[config.mk]
export PLATFORM = sky130hd
export DESIGN_NAME = i2c_target_flat
export DESIGN_NICKNAME = d
export VERILOG_FILES = /design/src/rtl/i2c_target_if.sv /design/src/rtl/i2c_target.sv /design/src/flat_wrapper.sv
export SDC_FILE = /design/constraint.sdc
export NUM_CORES = 1
export LEC_CHECK = 0
export BUFFER_PORTS_ARGS = -buffer_cell sky130_fd_sc_hd__buf_2
export CAP_MARGIN = 20
export CORE_MARGIN = 2
export CORE_UTILIZATION = 45
export CTS_BUF_LIST = sky130_fd_sc_hd__clkbuf_8
export DETAILED_ROUTE_END_ITERATION = 6
export PLACE_DENSITY = 0.67
export SLEW_MARGIN = 10
export SYNTH_ARGS = -nofsm -noshare
export SYNTH_HDL_FRONTEND = slang
export SYNTH_SLANG_ARGS = --single-unit
[constraint.sdc]
create_clock -name clk -period 2.5 [get_ports clk]
set_clock_uncertainty 0.1 [all_clocks]
set_input_delay 0.25 -clock clk [delete_from_list [all_inputs] [get_ports clk]]
set_output_delay 0.25 -clock clk [all_outputs]
set_load 0.03 [all_outputs]
[src/rtl/i2c_target_if.sv]
// i2c_target_if: bundles the raw I2C pins and the register-file port of the I2C target.
//   scl_i, sda_i : raw bus levels seen by the target
//   sda_oe       : open-drain pull-down request from the target (1 = drive SDA low)
//   busy         : transaction in progress (START seen, STOP not yet)
//   wr_en/wr_addr/wr_data : one-clk register write strobe with index and data
//   rd_addr/rd_data       : register read index and same-cycle read data
// Modports: slave = the target block, master = the environment (bus + register file).
`timescale 1ns / 1ps
interface i2c_target_if;
  logic       scl_i;
  logic       sda_i;
  logic       sda_oe;
  logic       busy;
  logic       wr_en;
  logic [7:0] wr_addr;
  logic [7:0] wr_data;
  logic [7:0] rd_addr;
  logic [7:0] rd_data;

  modport slave (
    input  scl_i, sda_i, rd_data,
    output sda_oe, busy, wr_en, wr_addr, wr_data, rd_addr
  );

  modport master (
    output scl_i, sda_i, rd_data,
    input  sda_oe, busy, wr_en, wr_addr, wr_data, rd_addr
  );
endinterface

[src/rtl/i2c_target.sv]
// i2c_target: 7-bit-addressed I2C target with an 8-bit auto-incrementing register pointer.
// The first byte written after the address loads the pointer; later written bytes are
// issued as register writes. Reads return rd_data for the current pointer, MSB first.
// Ports:
//   clk  : system clock (>= 16x SCL)
//   rst  : asynchronous active-high reset
//   bus  : i2c_target_if.slave (pins, busy, register write/read port)
`timescale 1ns / 1ps
module i2c_target #(
  parameter logic [6:0]  DEV_ADDR    = 7'h50,
  parameter int unsigned SYNC_STAGES = 2
) (
  input logic         clk,
  input logic         rst,
  i2c_target_if.slave bus
);

  typedef enum logic [2:0] {
    StIdle, StAddr, StAddrAck, StWrByte, StWrAck, StRdByte, StRdAck, StWaitStop
  } state_e;

  // Synchronisers reset to 1 so an idle bus produces no spurious edges.
  logic [SYNC_STAGES-1:0] scl_sync_q, sda_sync_q;
  logic                   scl_prev_q, sda_prev_q;

  always_ff @(posedge clk or posedge rst) begin
    if (rst) begin
      scl_sync_q <= '1;
      sda_sync_q <= '1;
      scl_prev_q <= 1'b1;
      sda_prev_q <= 1'b1;
    end else begin
      scl_sync_q <= (scl_sync_q << 1) | SYNC_STAGES'(bus.scl_i);
      sda_sync_q <= (sda_sync_q << 1) | SYNC_STAGES'(bus.sda_i);
      scl_prev_q <= scl_sync_q[SYNC_STAGES-1];
      sda_prev_q <= sda_sync_q[SYNC_STAGES-1];
    end
  end

  logic scl_s, sda_s;
  logic scl_rise, scl_fall, start_det, stop_det;

  assign scl_s     = scl_sync_q[SYNC_STAGES-1];
  assign sda_s     = sda_sync_q[SYNC_STAGES-1];
  assign scl_rise  = scl_s & ~scl_prev_q;
  assign scl_fall  = ~scl_s & scl_prev_q;
  assign start_det = scl_s & sda_prev_q & ~sda_s;
  assign stop_det  = scl_s & ~sda_prev_q & sda_s;

  state_e     state_q;
  logic [3:0] bit_cnt_q;
  logic [7:0] shift_q;
  logic [7:0] ptr_q;
  logic       rw_q;
  logic       first_q;
  logic       sda_oe_q;
  logic       busy_q;
  logic       wr_en_q;
  logic [7:0] wr_addr_q;
  logic [7:0] wr_data_q;

  logic [7:0] byte_in;
  assign byte_in = {shift_q[6:0], sda_s};

  always_ff @(posedge clk or posedge rst) begin
    if (rst) begin
      state_q   <= StIdle;
      bit_cnt_q <= 4'd0;
      shift_q   <= 8'h00;
      ptr_q     <= 8'h00;
      rw_q      <= 1'b0;
      first_q   <= 1'b0;
      sda_oe_q  <= 1'b0;
      busy_q    <= 1'b0;
      wr_en_q   <= 1'b0;
      wr_addr_q <= 8'h00;
      wr_data_q <= 8'h00;
    end else begin
      wr_en_q <= 1'b0;
      if (start_det) begin
        state_q   <= StAddr;
        bit_cnt_q <= 4'd0;
        sda_oe_q  <= 1'b0;
        busy_q    <= 1'b1;
      end else if (stop_det) begin
        state_q   <= StIdle;
        bit_cnt_q <= 4'd0;
        sda_oe_q  <= 1'b0;
        busy_q    <= 1'b0;
      end else begin
        unique case (state_q)
          StAddr: begin
            if (scl_rise) begin
              shift_q <= byte_in;
              if (bit_cnt_q == 4'd7) begin
                bit_cnt_q <= 4'd0;
                if (shift_q[6:0] == DEV_ADDR) begin
                  state_q <= StAddrAck;
                  rw_q    <= sda_s;
                  first_q <= 1'b1;
                end else begin
                  state_q <= StWaitStop;
                end
              end else begin
                bit_cnt_q <= bit_cnt_q + 4'd1;
              end
            end
          end

          // bit_cnt: 0 = wait fall to drive ACK, 1 = wait 9th rise, 2 = wait fall to release.
          StAddrAck, StWrAck: begin
            if (scl_fall && bit_cnt_q == 4'd0) begin
              sda_oe_q  <= 1'b1;
              bit_cnt_q <= 4'd1;
            end else if (scl_rise && bit_cnt_q == 4'd1) begin
              bit_cnt_q <= 4'd2;
            end else if (scl_fall && bit_cnt_q == 4'd2) begin
              if (state_q == StAddrAck && rw_q) begin
                // First read bit goes out on the same edge that ends the ACK.
                state_q   <= StRdByte;
                shift_q   <= bus.rd_data;
                sda_oe_q  <= ~bus.rd_data[7];
                bit_cnt_q <= 4'd1;
              end else begin
                state_q   <= StWrByte;
                sda_oe_q  <= 1'b0;
                bit_cnt_q <= 4'd0;
              end
            end
          end

          StWrByte: begin
            if (scl_rise) begin
              shift_q <= byte_in;
              if (bit_cnt_q == 4'd7) begin
                bit_cnt_q <= 4'd0;
                state_q   <= StWrAck;
                if (first_q) begin
                  ptr_q   <= byte_in;
                  first_q <= 1'b0;
                end else begin
                  wr_en_q   <= 1'b1;
                  wr_addr_q <= ptr_q;
                  wr_data_q <= byte_in;
                  ptr_q     <= ptr_q + 8'd1;
                end
              end else begin
                bit_cnt_q <= bit_cnt_q + 4'd1;
              end
            end
          end

          // bit_cnt counts bits already driven; after 8 the next fall frees SDA for the ACK.
          StRdByte: begin
            if (scl_fall) begin
              if (bit_cnt_q == 4'd8) begin
                sda_oe_q  <= 1'b0;
                bit_cnt_q <= 4'd0;
                state_q   <= StRdAck;
              end else begin
                shift_q   <= {shift_q[6:0], 1'b0};
                sda_oe_q  <= ~shift_q[6];
                bit_cnt_q <= bit_cnt_q + 4'd1;
              end
            end
          end

          // The pointer advances past every byte handed out, acknowledged or not.
          StRdAck: begin
            if (scl_rise && bit_cnt_q == 4'd0) begin
              ptr_q <= ptr_q + 8'd1;
              if (sda_s) begin
                state_q <= StWaitStop;
              end else begin
                bit_cnt_q <= 4'd1;
              end
            end else if (scl_fall && bit_cnt_q == 4'd1) begin
              state_q   <= StRdByte;
              shift_q   <= bus.rd_data;
              sda_oe_q  <= ~bus.rd_data[7];
              bit_cnt_q <= 4'd1;
            end
          end

          default: ;
        endcase
      end
    end
  end

  assign bus.sda_oe  = sda_oe_q;
  assign bus.busy    = busy_q;
  assign bus.wr_en   = wr_en_q;
  assign bus.wr_addr = wr_addr_q;
  assign bus.wr_data = wr_data_q;
  assign bus.rd_addr = ptr_q;

endmodule

[src/flat_wrapper.sv]
// flat-port wrapper written by rule: the top's interface ports become plain ports
module i2c_target_flat 
#(
  parameter logic [6:0]  DEV_ADDR    = 7'h50,
  parameter int unsigned SYNC_STAGES = 2
)
  (clk, rst, bus_scl_i, bus_sda_i, bus_rd_data, bus_sda_oe, bus_busy, bus_wr_en, bus_wr_addr, bus_wr_data, bus_rd_addr);
  i2c_target_if bus_i ();
  input logic clk;
  input logic rst;
  input wire logic [$bits(bus_i.scl_i)-1:0] bus_scl_i;
  input wire logic [$bits(bus_i.sda_i)-1:0] bus_sda_i;
  input wire logic [$bits(bus_i.rd_data)-1:0] bus_rd_data;
  output wire logic [$bits(bus_i.sda_oe)-1:0] bus_sda_oe;
  output wire logic [$bits(bus_i.busy)-1:0] bus_busy;
  output wire logic [$bits(bus_i.wr_en)-1:0] bus_wr_en;
  output wire logic [$bits(bus_i.wr_addr)-1:0] bus_wr_addr;
  output wire logic [$bits(bus_i.wr_data)-1:0] bus_wr_data;
  output wire logic [$bits(bus_i.rd_addr)-1:0] bus_rd_addr;
  assign bus_i.scl_i = bus_scl_i;
  assign bus_i.sda_i = bus_sda_i;
  assign bus_i.rd_data = bus_rd_data;
  assign bus_sda_oe = bus_i.sda_oe;
  assign bus_busy = bus_i.busy;
  assign bus_wr_en = bus_i.wr_en;
  assign bus_wr_addr = bus_i.wr_addr;
  assign bus_wr_data = bus_i.wr_data;
  assign bus_rd_addr = bus_i.rd_addr;
  i2c_target #(.DEV_ADDR(DEV_ADDR), .SYNC_STAGES(SYNC_STAGES)) u_core (.clk(clk), .rst(rst), .bus(bus_i));
endmodule
==> impl_results.md, run 1 <==
- Yosys top cell area share: 0.3683
- Max_cap viols: 0
- Initial antenna violation count: 0
- DRT iter0 DRCs: 189
- Period utilisation layout: 0.9326
- Clock Tree Buf Depth: 2
- Root buffer cell: clkbuf_8
- Row count: 29
- CP startpoint kind: register
- Worst-path clk slew: 100 ps
- Port bufs: 38
- Final core occ: 0.5438
- Die span in x: 84.58 microns
- Status: finished clean
- GRT Total Usage: 0.2075
- Largest cells by area after synthesis: dfrtp_1, dfstp_2, mux2_2
- Crit-path max FO: 9
- Layout filler cell count: 587
- Slew @ Worst Pin: 508.3 ps
- Die Height: 84.58 microns
- Gate Count Post-Synth: 285
- Sequential-to-total area share from yosys stat: 0.4223
- Area grow syn2layout: 17.52%
- Clock Latency Late Sink: 310 ps
- Max-slew headroom: 0.6564
- Flops & latches, synth: 49
- DRT Pass-1 Iters: 6
- Setup crit end kind: register
- Die area: 0.007153 sq mm
- Vias per Instance: 6.182
- Distinct cells, synth: 67
- Cell area after synthesis: 0.002922 sq mm
- Synth Area per Inst: 10.25 sq um
- Main synth FF type: dfrtp_1
- Sum Neg Setup Slack: 0 ps
- Final GP Congestion: 0.9326
- Fin nets: 352
- Unrepaired setup endpoints after global routing: no
- Drc violations: 0
- Wire per inst: 17.64 microns
- CP Cell Sequence: inv_1, ha_1, buf_4, nand3b_1, a21oi_1, nor3_1, o311a_1, buf_12, mux2_4
- CTS tree: built
- Crit-path leading delay family: flip-flops
- Syn Nets: 302
- Vias in the first global route: 2454
- Antenna viol nets, final: 0
- Grt total ovfl: 0
- H-Tree Level Count: 2
- Critical Path RT: 2610 ps
- Post-synth EDFFs: 0
- Pin count of the biggest net entering global routing: 21
- Fmax: 0.4289 GHz
- Cell taking the most area after synthesis: dfrtp_1
- Worst hold slack: 141.1 ps
- Area after DPL: 0.003287 sq mm
- Storage element area: 0.001234 sq mm
- Post-route design area: 0.003433 sq mm
- Final min period: 2332 ps
- Crit path kind: register to register
- Ant diodes: 0
- Multi-input gate area: 0.001550 sq mm
- P per Cell Area: 982.1 mW/mm^2
- # IOs: 39
- WP data arrival: 2440 ps
- Max-slew violations: 0
- Hpwl dp: 5275 microns
- CTS buffer count: 5
- Bufs and invs on worst path: 3
- Final number of setup-violating endpoints: 0
- Initial core utilization: 0.4627
- Async set-or-reset flop fraction in the synthesized netlist: 1.000
- CTS resizes: 0
- Drt total wl: 7285 microns
- Max VDD drop: 0.5351 mV
- DR vias: 2553
- # hold bufs at CTS: 3
- Setup Fix Bufs, Post-CTS: 0
- Hold/Removal Path Class: input port to register
- Number of synthesis warnings: 0
- First-pass GRT wire length: 12010 microns
- Static Leakage: 1.674 nW
- Worst path max stage delay: 460 ps
- Share of cells above drive strength 1: 0.3095
- CP max-delay cell: dfrtp_1
- Core area: 0.006314 sq mm
- Final Hold Viols: 0
- CTS Sinks: 49
## state kept, by name (all words and copies together) (netlist names), 2 cells and up
register and count:
u_core.state_q 3, u_core.sda_sync_q 2, u_core.bus.wr_addr 8, u_core.bus.rd_addr 8
u_core.bus.wr_data 8, u_core.scl_sync_q 2, u_core.bit_cnt_q 4, u_core.shift_q 7
## per-layer routing
layer,up-vias,track usage,part of all wire,routed length (microns)
li1,1157,-,-,-
met1,1255,0.2762,0.43,3106
met2,117,0.3372,0.49,3553
met3,24,0.02753,0.058,421
met4,0,0.09524,0.028,204
met5,-,0,0,0
## kinds of logic after synthesis
group | Yosys count | synth area share
multiplexers | 33 | 0.1332
buffers and inverters | 29 | 0.04711
AO/OA/AOI/OAI | 75 | 0.1816
adder cells (fa/ha/maj) | 5 | 0.02141
XOR/XNOR | 2 | 0.005997
AND/OR/NAND/NOR | 92 | 0.1884
flip-flops | 49 | 0.4223
## synthesized netlist by cell type (all sizes together), types with 3 or more instances
cell	instances
a211oi	3
a21o	3
a21oi	19
a31o	3
a31oi	4
and3	9
and3b	3
buf	13
clkbuf	5
dfrtp	43
dfstp	6
ha	5
inv	10
mux2	29
mux2i	4
nand2	18
nand3	12
nand3b	7
nor2	18
nor2b	3
nor3	3
nor4b	4
o2111ai	3
o21ai	12
o311a	3
or2	4
## layout make-up
| class | count | area share |
|---|---|---|
| sequential | 49 | 0.3593 |
| clock inverter | 3 | 0.01385 |
| clock buffer | 5 | 0.02004 |
| tap | 77 | 0.02806 |
| inverter | 11 | 0.01203 |
| multi-input combinational | 207 | 0.4515 |
| timing repair buffer | 61 | 0.1152 |
## worst register-to-register path, cell delays in order (launching register included)
cell      delay, ps
dfrtp_1         460
inv_1           100
ha_1            230
buf_4           170
nand3b_1        210
a21oi_1         110
nor3_1          170
o311a_1         240
buf_12          150
mux2_4          300
## final timing paths
check                                        end                  from  slack [ps]  cells past startpoint
setup / recovery               u_core.shift_q[4]   u_core.bit_cnt_q[0]         170                      9
min in group asynchronous  u_core.bus.wr_data[3]                   rst         330                      3
setup reg to reg               u_core.shift_q[4]   u_core.bit_cnt_q[0]         170                      9
hold / removal                 u_core.shift_q[6]        bus_rd_data[6]         140                      3
max in group asynchronous      u_core.scl_prev_q                   rst        1370                      4
hold reg to reg             u_core.scl_sync_q[1]  u_core.scl_sync_q[0]         260                      0
## stage by stage
stage,cells,total power (W),setup WS [ps]
2_1_floorplan,285,0.002282,279.3
5_1_grt,413,0.003559,16.66
6_report,413,0.003372,168.4
4_1_cts,413,0.003354,179.6
3_5_place_dp,402,0.002755,182.8
3_3_place_gp,402,0.002753,190.8
## layout by cell type (no fill, tap or decap), types with 3 or more instances in the layout
cell type,count
a31oi_1,4
dlygate4sd3_1,3
mux2_4,6
o21ai_0,11
dfstp_2,6
mux2i_1,4
nor2b_1,3
nand3_1,12
nand3b_1,7
buf_4,18
o2111ai_1,3
and3_1,9
inv_1,9
ha_1,5
nor3_1,3
clkbuf_8,5
nor2_1,17
or2_2,4
o311a_1,3
mux2_2,13
a21oi_1,19
nand2_1,18
mux2_1,10
buf_2,38
dfrtp_1,43
a21o_1,3
## where the power goes
part	switching [W]	leakage, nW	internal [W]
Clock	0.000280	0.0591	0.000305
Combinational	0.000852	0.978	0.000775
Sequential	0.000230	0.637	0.000929
Total	0.00136	1.67	0.00201
(Power assumes the default switching activity.)
==> inputs of run 2 (changes only) <==
--- a/config.mk
+++ b/config.mk
@@ -5,9 +5,9 @@
 export SDC_FILE = /design/constraint.sdc
 export NUM_CORES = 1
 export LEC_CHECK = 0
+export ABC_AREA = 0
 export BUFFER_PORTS_ARGS = -buffer_cell sky130_fd_sc_hd__buf_2
 export CAP_MARGIN = 20
-export CORE_MARGIN = 2
 export CORE_UTILIZATION = 45
 export CTS_BUF_LIST = sky130_fd_sc_hd__clkbuf_8
 export DETAILED_ROUTE_END_ITERATION = 6
==> run 2 against run 1 <==
  * Die area fell by 4.7%
  * Register-to-register slack lost 50 ps
  * Largest power group unchanged
  * Critical path type unchanged
  * Highest routed layer unchanged
  * Critical endpoint is now u_core.shift_q[2]
  * The flow now finishes with violations (negative hold slack)
  * Worst hold slack worse by 160 ps
  * Design area down 1.8%
  * Critical path depth down 1
  * Combinational power is 4% lower
  * Sequential power hardly changed
==> impl_results.md, run 2 (synthesized netlist as in run 1, its figures left out) <==
- CTS Sinks: 49 (unchanged)
- Max-slew headroom: 0.5995 (-0.05691)
- Dpl cells: 397 (-1.2%)
- Critical Path RT: 2600 ps (about the same)
- Worst hold slack: -20.76 ps (-161.9 ps)
- Pin count of the biggest net entering global routing: 50 (+140%)
- Vias in the first global route: 2230 (-9.1%)
- # IOs: 39 (unchanged)
- DRT iter0 DRCs: 232 (+23%)
- Highest-count cells in the layout ignoring fill and taps: dfrtp_1, buf_2, a21oi_1
- CP startpoint kind: register
- Hpwl dp: 5027 microns (-4.7%)
- DRT Pass-1 Iters: 5 (-1)
- Static Leakage: 1.638 nW (-2.1%)
- Slew @ Worst Pin: 600.8 ps (+92.52 ps)
- Port bufs: 38 (unchanged)
- Die Height: 82.58 microns (-2.4%)
- WL met2: 3051 microns (-14%)
- Unrepaired setup endpoints after global routing: no
- Grt total ovfl: 0 (unchanged)
- Wire per inst: 16.94 microns (-4.0%)
- Sum Neg Setup Slack: 0 ps (unchanged)
- DR vias: 2442 (-4.3%)
- Period utilisation layout: 0.9528 (+0.02015)
- Final min period: 2382 ps (+50.38 ps)
- Violated checks: negative hold slack
- Final core occ: 0.5532 (+0.009364)
- Root buffer cell: clkbuf_8
- Ant diodes: 0 (unchanged)
- Antenna viol nets, final: 0 (unchanged)
- Final GP Congestion: 0.9516 (+2.0%)
- Status: finished with violations
- Final number of setup-violating endpoints: 0 (unchanged)
- CTS resizes: 0 (unchanged)
- Clock Tree Buf Depth: 2 (unchanged)
- CTS tree: built
- Sequential share of power: 0.366 (+0.022)
- Max VDD drop: 0.5815 mV (+8.7%)
- Non-filler instance count after layout: 407 (-1.5%)
- Final Hold Viols: 19 (+19)
- Max_cap viols: 0 (unchanged)
- Hold/Removal Path Class: input port to asynchronous set/reset pin
- Area grow syn2layout: 15.42%
- Initial antenna violation count: 0 (unchanged)
- Initial core utilization: 0.4793 (+0.01653)
- Fin nets: 348 (-1.1%)
- Met3 WL: 494 microns (+17%)
- Internal: 0.001894 W (-5.8%)
- Clock network fraction of design power: 0.146 (-0.028)
- Die area: 0.006819 sq mm (-4.7%)
- Area after DPL: 0.003262 sq mm (-0.76%)
- First-pass GRT wire length: 11170 microns (-7.0%)
- CTS buffer count: 5 (unchanged)
- Highest metal used: met4
- Max-slew violations: 0 (unchanged)
- H-Tree Level Count: 2 (unchanged)
- Drt total wl: 6895 microns (-5.4%)
- Sw power: 0.001329 W (-2.4%)
- Clock Latency Late Sink: 300 ps (about the same)
- Logic pwr share: 0.488 (+0.005)
- Post-route design area: 0.003372 sq mm (-1.8%)
- Share of cells above drive strength 1: 0.3042 (-0.005307)
- WP data arrival: 2480 ps (+40 ps)
- Die span in x: 82.58 microns (-2.4%)
- Drc violations: 0 (unchanged)
- Switching share of power: 0.4124 (+0.008418)
- Commonest non-fill, non-tap cell in the layout: dfrtp_1
- Crit-path max FO: 7 (-2)
- Met1 wire length: 3208 microns (+3.3%)
- Core area: 0.006096 sq mm (-3.4%)
- P per Cell Area: 955.9 mW/mm^2 (-2.7%)
- Row count: 28 (-3.4%)
- Setup crit end kind: register
- GRT Total Usage: 0.2186 (+0.01107)
- Worst-path clk slew: 100 ps (about the same)
- Vias per Instance: 6.000 (-2.9%)
- Fmax: 0.4198 GHz (-2.1%)
- Crit path kind: register to register
## run 2: cell types whose count changed in the layout (fill, tap and decap cells not counted)
| cell | delta |
|---|---|
| buf_4 | -3 |
| bufinv_16 | -1 |
| clkinv_2 | +1 |
| clkinvlp_4 | +1 |
| dlygate4sd3_1 | -1 |
| inv_6 | -1 |
## run 2: layer usage
metal	track usage	vias up
met4	0.06897	0
met3	0.04176	16
met5	0	-
met1	0.3180	1161
met2	0.3256	111
li1	-	1154
## run 2: cell type report
class	instances	area, sq um
fill	545	2724
clock inverter	3	21.27
clock buffer	5	68.82
sequential	49	1234
tap	75	93.84
inverter	11	41.29
multi-input combinational	207	1550
timing repair buffer	57	362.8
## run 2: worst max-delay path: stages, from the launching register on
cell and delay (ps):
dfrtp_1 440, inv_1 100, ha_1 310, and3b_4 260, o21ai_2 60, and2_0 160, o311a_1 400, buf_12 160
mux2_4 290
## run 2: final timing paths
path,startpoint,endpoint,slack (ps),depth (start not counted)
setup / recovery,u_core.bit_cnt_q[1],u_core.shift_q[2],120,8
hold / removal,rst,u_core.bus.wr_data[0],-20,3
setup reg to reg,u_core.bit_cnt_q[1],u_core.shift_q[2],120,8
hold reg to reg,u_core.sda_sync_q[0],u_core.sda_sync_q[1],260,0
max in group asynchronous,rst,u_core.bus.sda_oe,1900,3
min in group clk,bus_rd_data[6],u_core.shift_q[6],190,3
## run 2: power groups by stage
stage,logic (W),clock network (W),registers (W)
floorplan,0.00119,0,0.00109
global placement,0.00154,0,0.00118
detailed placement,0.00155,0,0.00119
CTS,0.00156,0.000485,0.00117
global route,0.00171,0.000514,0.00121
finish,0.00157,0.000472,0.00118
## run 2: repair_timing
| action | CTS | global route |
|---|---|---|
| setup endpoints to repair | 0 | 0 |
| hold endpoints to repair | 2 | 0 |
| hold buffers | 2 | 0 |
| setup buffers | 0 | 0 |
## run 2: per-stage QoR
step / hold WS (ps) / power, W / setup slack [ps]
after floorplan: 154.5 / 0.002282 / 279.3
after global placement: 247.4 / 0.002726 / 153.1
after detailed placement: 247.6 / 0.002743 / 134.6
after CTS: 12.78 / 0.003223 / 124.6
after global routing: 50.19 / 0.003432 / 30.95
final: -20.76 / 0.003223 / 118.0
==> inputs of run 3 (changes only) <==
--- a/config.mk
+++ b/config.mk
@@ -12,6 +12,7 @@
 export CTS_BUF_LIST = sky130_fd_sc_hd__clkbuf_8
 export DETAILED_ROUTE_END_ITERATION = 6
 export PLACE_DENSITY = 0.67
+export SETUP_SLACK_MARGIN = 0.5
 export SLEW_MARGIN = 10
 export SYNTH_ARGS = -nofsm -noshare
 export SYNTH_HDL_FRONTEND = slang
==> run 3 against run 2 <==
  * The run still ends with negative hold slack left
  * Clock-buffer cell count increased by 1
  * Worst setup slack better by 170 ps
  * Register-to-register slack gained 170 ps
  * Sequential share of layout area decreased by 5.6 points
  * Die area unchanged
  * Final cell count rose by 7.4%
  * Via count rose by 11%
  * Maximum frequency up 7.5%
  * Total power increased by 20%
  * Critical endpoint is now u_core.state_q[0]
  * Largest cell class unchanged
  * Highest routed layer unchanged
==> impl_results.md, run 3 (synthesized netlist as in run 1, its figures left out) <==
- Area grow syn2layout: 37.26%
- Clock Latency Late Sink: 310 ps (about the same)
- Unrepaired setup endpoints after global routing: yes
- Die span in x: 82.58 microns (unchanged)
- Initial antenna violation count: 0 (unchanged)
- P per Cell Area: 962.7 mW/mm^2 (+0.71%)
- Layout filler cell count: 491 (-9.9%)
- Hold/Removal Path Class: input port to asynchronous set/reset pin
- Row count: 28 (unchanged)
- Switching share of power: 0.4084 (-0.004011)
- Max-slew violations: 0 (unchanged)
- Sum Neg Setup Slack: 0 ps (unchanged)
- Worst-path clk slew: 90 ps (about the same)
- DRT Pass-1 Iters: 6 (+1)
- Wire per inst: 19.20 microns (+13%)
- CTS tree: built
- Final min period: 2216 ps (-166.3 ps)
- Logic pwr share: 0.540 (+0.052)
- Sw power: 0.001577 W (+19%)
- Worst path max stage delay: 590 ps (+150 ps)
- DRT iter0 DRCs: 292 (+26%)
- Fmax: 0.4513 GHz (+7.5%)
- GRT Total Usage: 0.2454 (+0.02684)
- Slew @ Worst Pin: 664.0 ps (+63.17 ps)
- Sequential share of power: 0.304 (-0.062)
- Die Height: 82.58 microns (unchanged)
- Final Hold Viols: 21 (+2)
- Crit-path max FO: 5 (-2)
- Setup crit end kind: register
- Core area: 0.006096 sq mm (unchanged)
- WP data arrival: 2300 ps (-180 ps)
- Storage element area: 0.001241 sq mm (+0.61%)
- Max-slew headroom: 0.5573 (-0.04212)
- CP startpoint kind: register
- R2R cell count: 6 (-2)
- Multi-input gate area: 0.001834 sq mm (+18%)
- Status: finished with violations
- Crit path kind: register to register
- Worst hold slack: -12.08 ps (+8.678 ps)
- Pin count of the biggest net entering global routing: 50 (unchanged)
- Fin nets: 378 (+8.6%)
- Hpwl dp: 5083 microns (+1.1%)
- Initial core utilization: 0.4793 (unchanged)
- Antenna viol nets, final: 0 (unchanged)
- R2R Setup Slk: 280 ps (+170 ps)
- CP Cell Sequence: buf_6, nand4b_1, nand2_2, or4_4, a31oi_2, mux2_1
- Internal: 0.002284 W (+21%)
- Max_cap viols: 0 (unchanged)
- R2r startpoint: u_core.scl_sync_q[1]
- Die area: 0.006819 sq mm (unchanged)
- H-Tree Level Count: 2 (unchanged)
- Clock Tree Buf Depth: 2 (unchanged)
- Max VDD drop: 0.5673 mV (-2.5%)
- Final GP Congestion: 0.9705 (+2.0%)
- Static Leakage: 1.843 nW (+12%)
- First-pass GRT wire length: 12370 microns (+11%)
- CTS Sinks: 49 (unchanged)
- Commonest non-fill, non-tap cell in the layout: buf_2
- Period utilisation layout: 0.8863 (-0.06653)
- Share of cells above drive strength 1: 0.5193 (+0.2151)
- Drt total wl: 8389 microns (+22%)
- Drc violations: 0 (unchanged)
- Final number of setup-violating endpoints: 0 (unchanged)
- Ant diodes: 0 (unchanged)
- Highest-count cells in the layout ignoring fill and taps: buf_2, dfrtp_1, buf_4
- Port bufs: 38 (unchanged)
- Violated checks: negative hold slack
- Clock network fraction of design power: 0.156 (+0.010)
- Final core occ: 0.6578 (+0.1047)
- Vias in the first global route: 2442 (+9.5%)
- Vias per Instance: 6.206 (+3.4%)
- RR Endpoint: u_core.state_q[0]
- CTS buffer count: 5 (unchanged)
- Grt total ovfl: 0 (unchanged)
- # IOs: 39 (unchanged)
- Root buffer cell: clkbuf_8
- DR vias: 2712 (+11%)
- Critical Path RT: 2590 ps (about the same)
- CP max-delay cell: dfstp_2
run 3: what timing repair did:
action                                  4_1_cts  5_1_grt
endpoints found under the setup margin       40       40
gates resized for setup                      43       42
hold endpoints to repair                      2        0
hold buffers                                  2        0
setup buffers                                25        4
pin swaps                                    19        7
gates cloned                                  1        1
run 3: power groups by stage:
| stage | clock network, W | logic, W | registers (W) |
|---|---|---|---|
| 2_1_floorplan | 0 | 0.00121 | 0.00109 |
| 3_3_place_gp | 0 | 0.00154 | 0.00118 |
| 3_5_place_dp | 0 | 0.00155 | 0.00118 |
| 4_1_cts | 0.000614 | 0.00186 | 0.00115 |
| 5_1_grt | 0.000639 | 0.00223 | 0.00119 |
| 6_report | 0.000604 | 0.00208 | 0.00117 |
run 3: layout make-up:
type | count | area share
multi-input combinational | 207 | 0.4574
sequential | 49 | 0.3095
timing repair buffer | 87 | 0.1694
tap | 75 | 0.02340
clock buffer | 6 | 0.02059
inverter | 11 | 0.01030
clock inverter | 2 | 0.009360
run 3: layer usage:
metal,share of wire,vias to the layer above,track usage
met3,0.069,34,0.05275
met4,0.030,0,0.07759
met1,0.44,1338,0.3530
met5,0,-,0
li1,-,1218,-
met2,0.46,122,0.3669
run 3: stage by stage:
stage / setup WS [ps] / cells / power [W] / area [sq um]
2_1_floorplan: 394.8 / 285 / 0.002303 / 2942
3_3_place_gp: 222.8 / 396 / 0.002711 / 3264
3_5_place_dp: 196.7 / 396 / 0.002729 / 3264
4_1_cts: 321.6 / 432 / 0.003616 / 3772
5_1_grt: 230.8 / 437 / 0.004058 / 4010
6_report: 284.4 / 437 / 0.003861 / 4010
run 3: worst max-delay path by stage:
stage                    startpoint                end  cells past startpoint  slack (ps)
2_1_floorplan   u_core.bit_cnt_q[0]  u_core.shift_q[0]                      9         390
3_3_place_gp    u_core.bit_cnt_q[0]  u_core.shift_q[1]                      8         220
3_5_place_dp      u_core.state_q[0]  u_core.state_q[0]                      5         200
4_1_cts        u_core.scl_sync_q[1]  u_core.state_q[0]                      6         320
5_1_grt        u_core.scl_sync_q[1]  u_core.state_q[0]                      6         230
6_report       u_core.scl_sync_q[1]  u_core.state_q[0]                      6         280
run 3: critical path: cells and delay by family, from the launching register on:
family | cells | cell delay, ps
AO/OA/AOI/OAI | 1 | 160
buffers and inverters | 1 | 130
flip-flops | 1 | 590
multiplexers | 1 | 330
AND/OR/NAND/NOR | 3 | 800
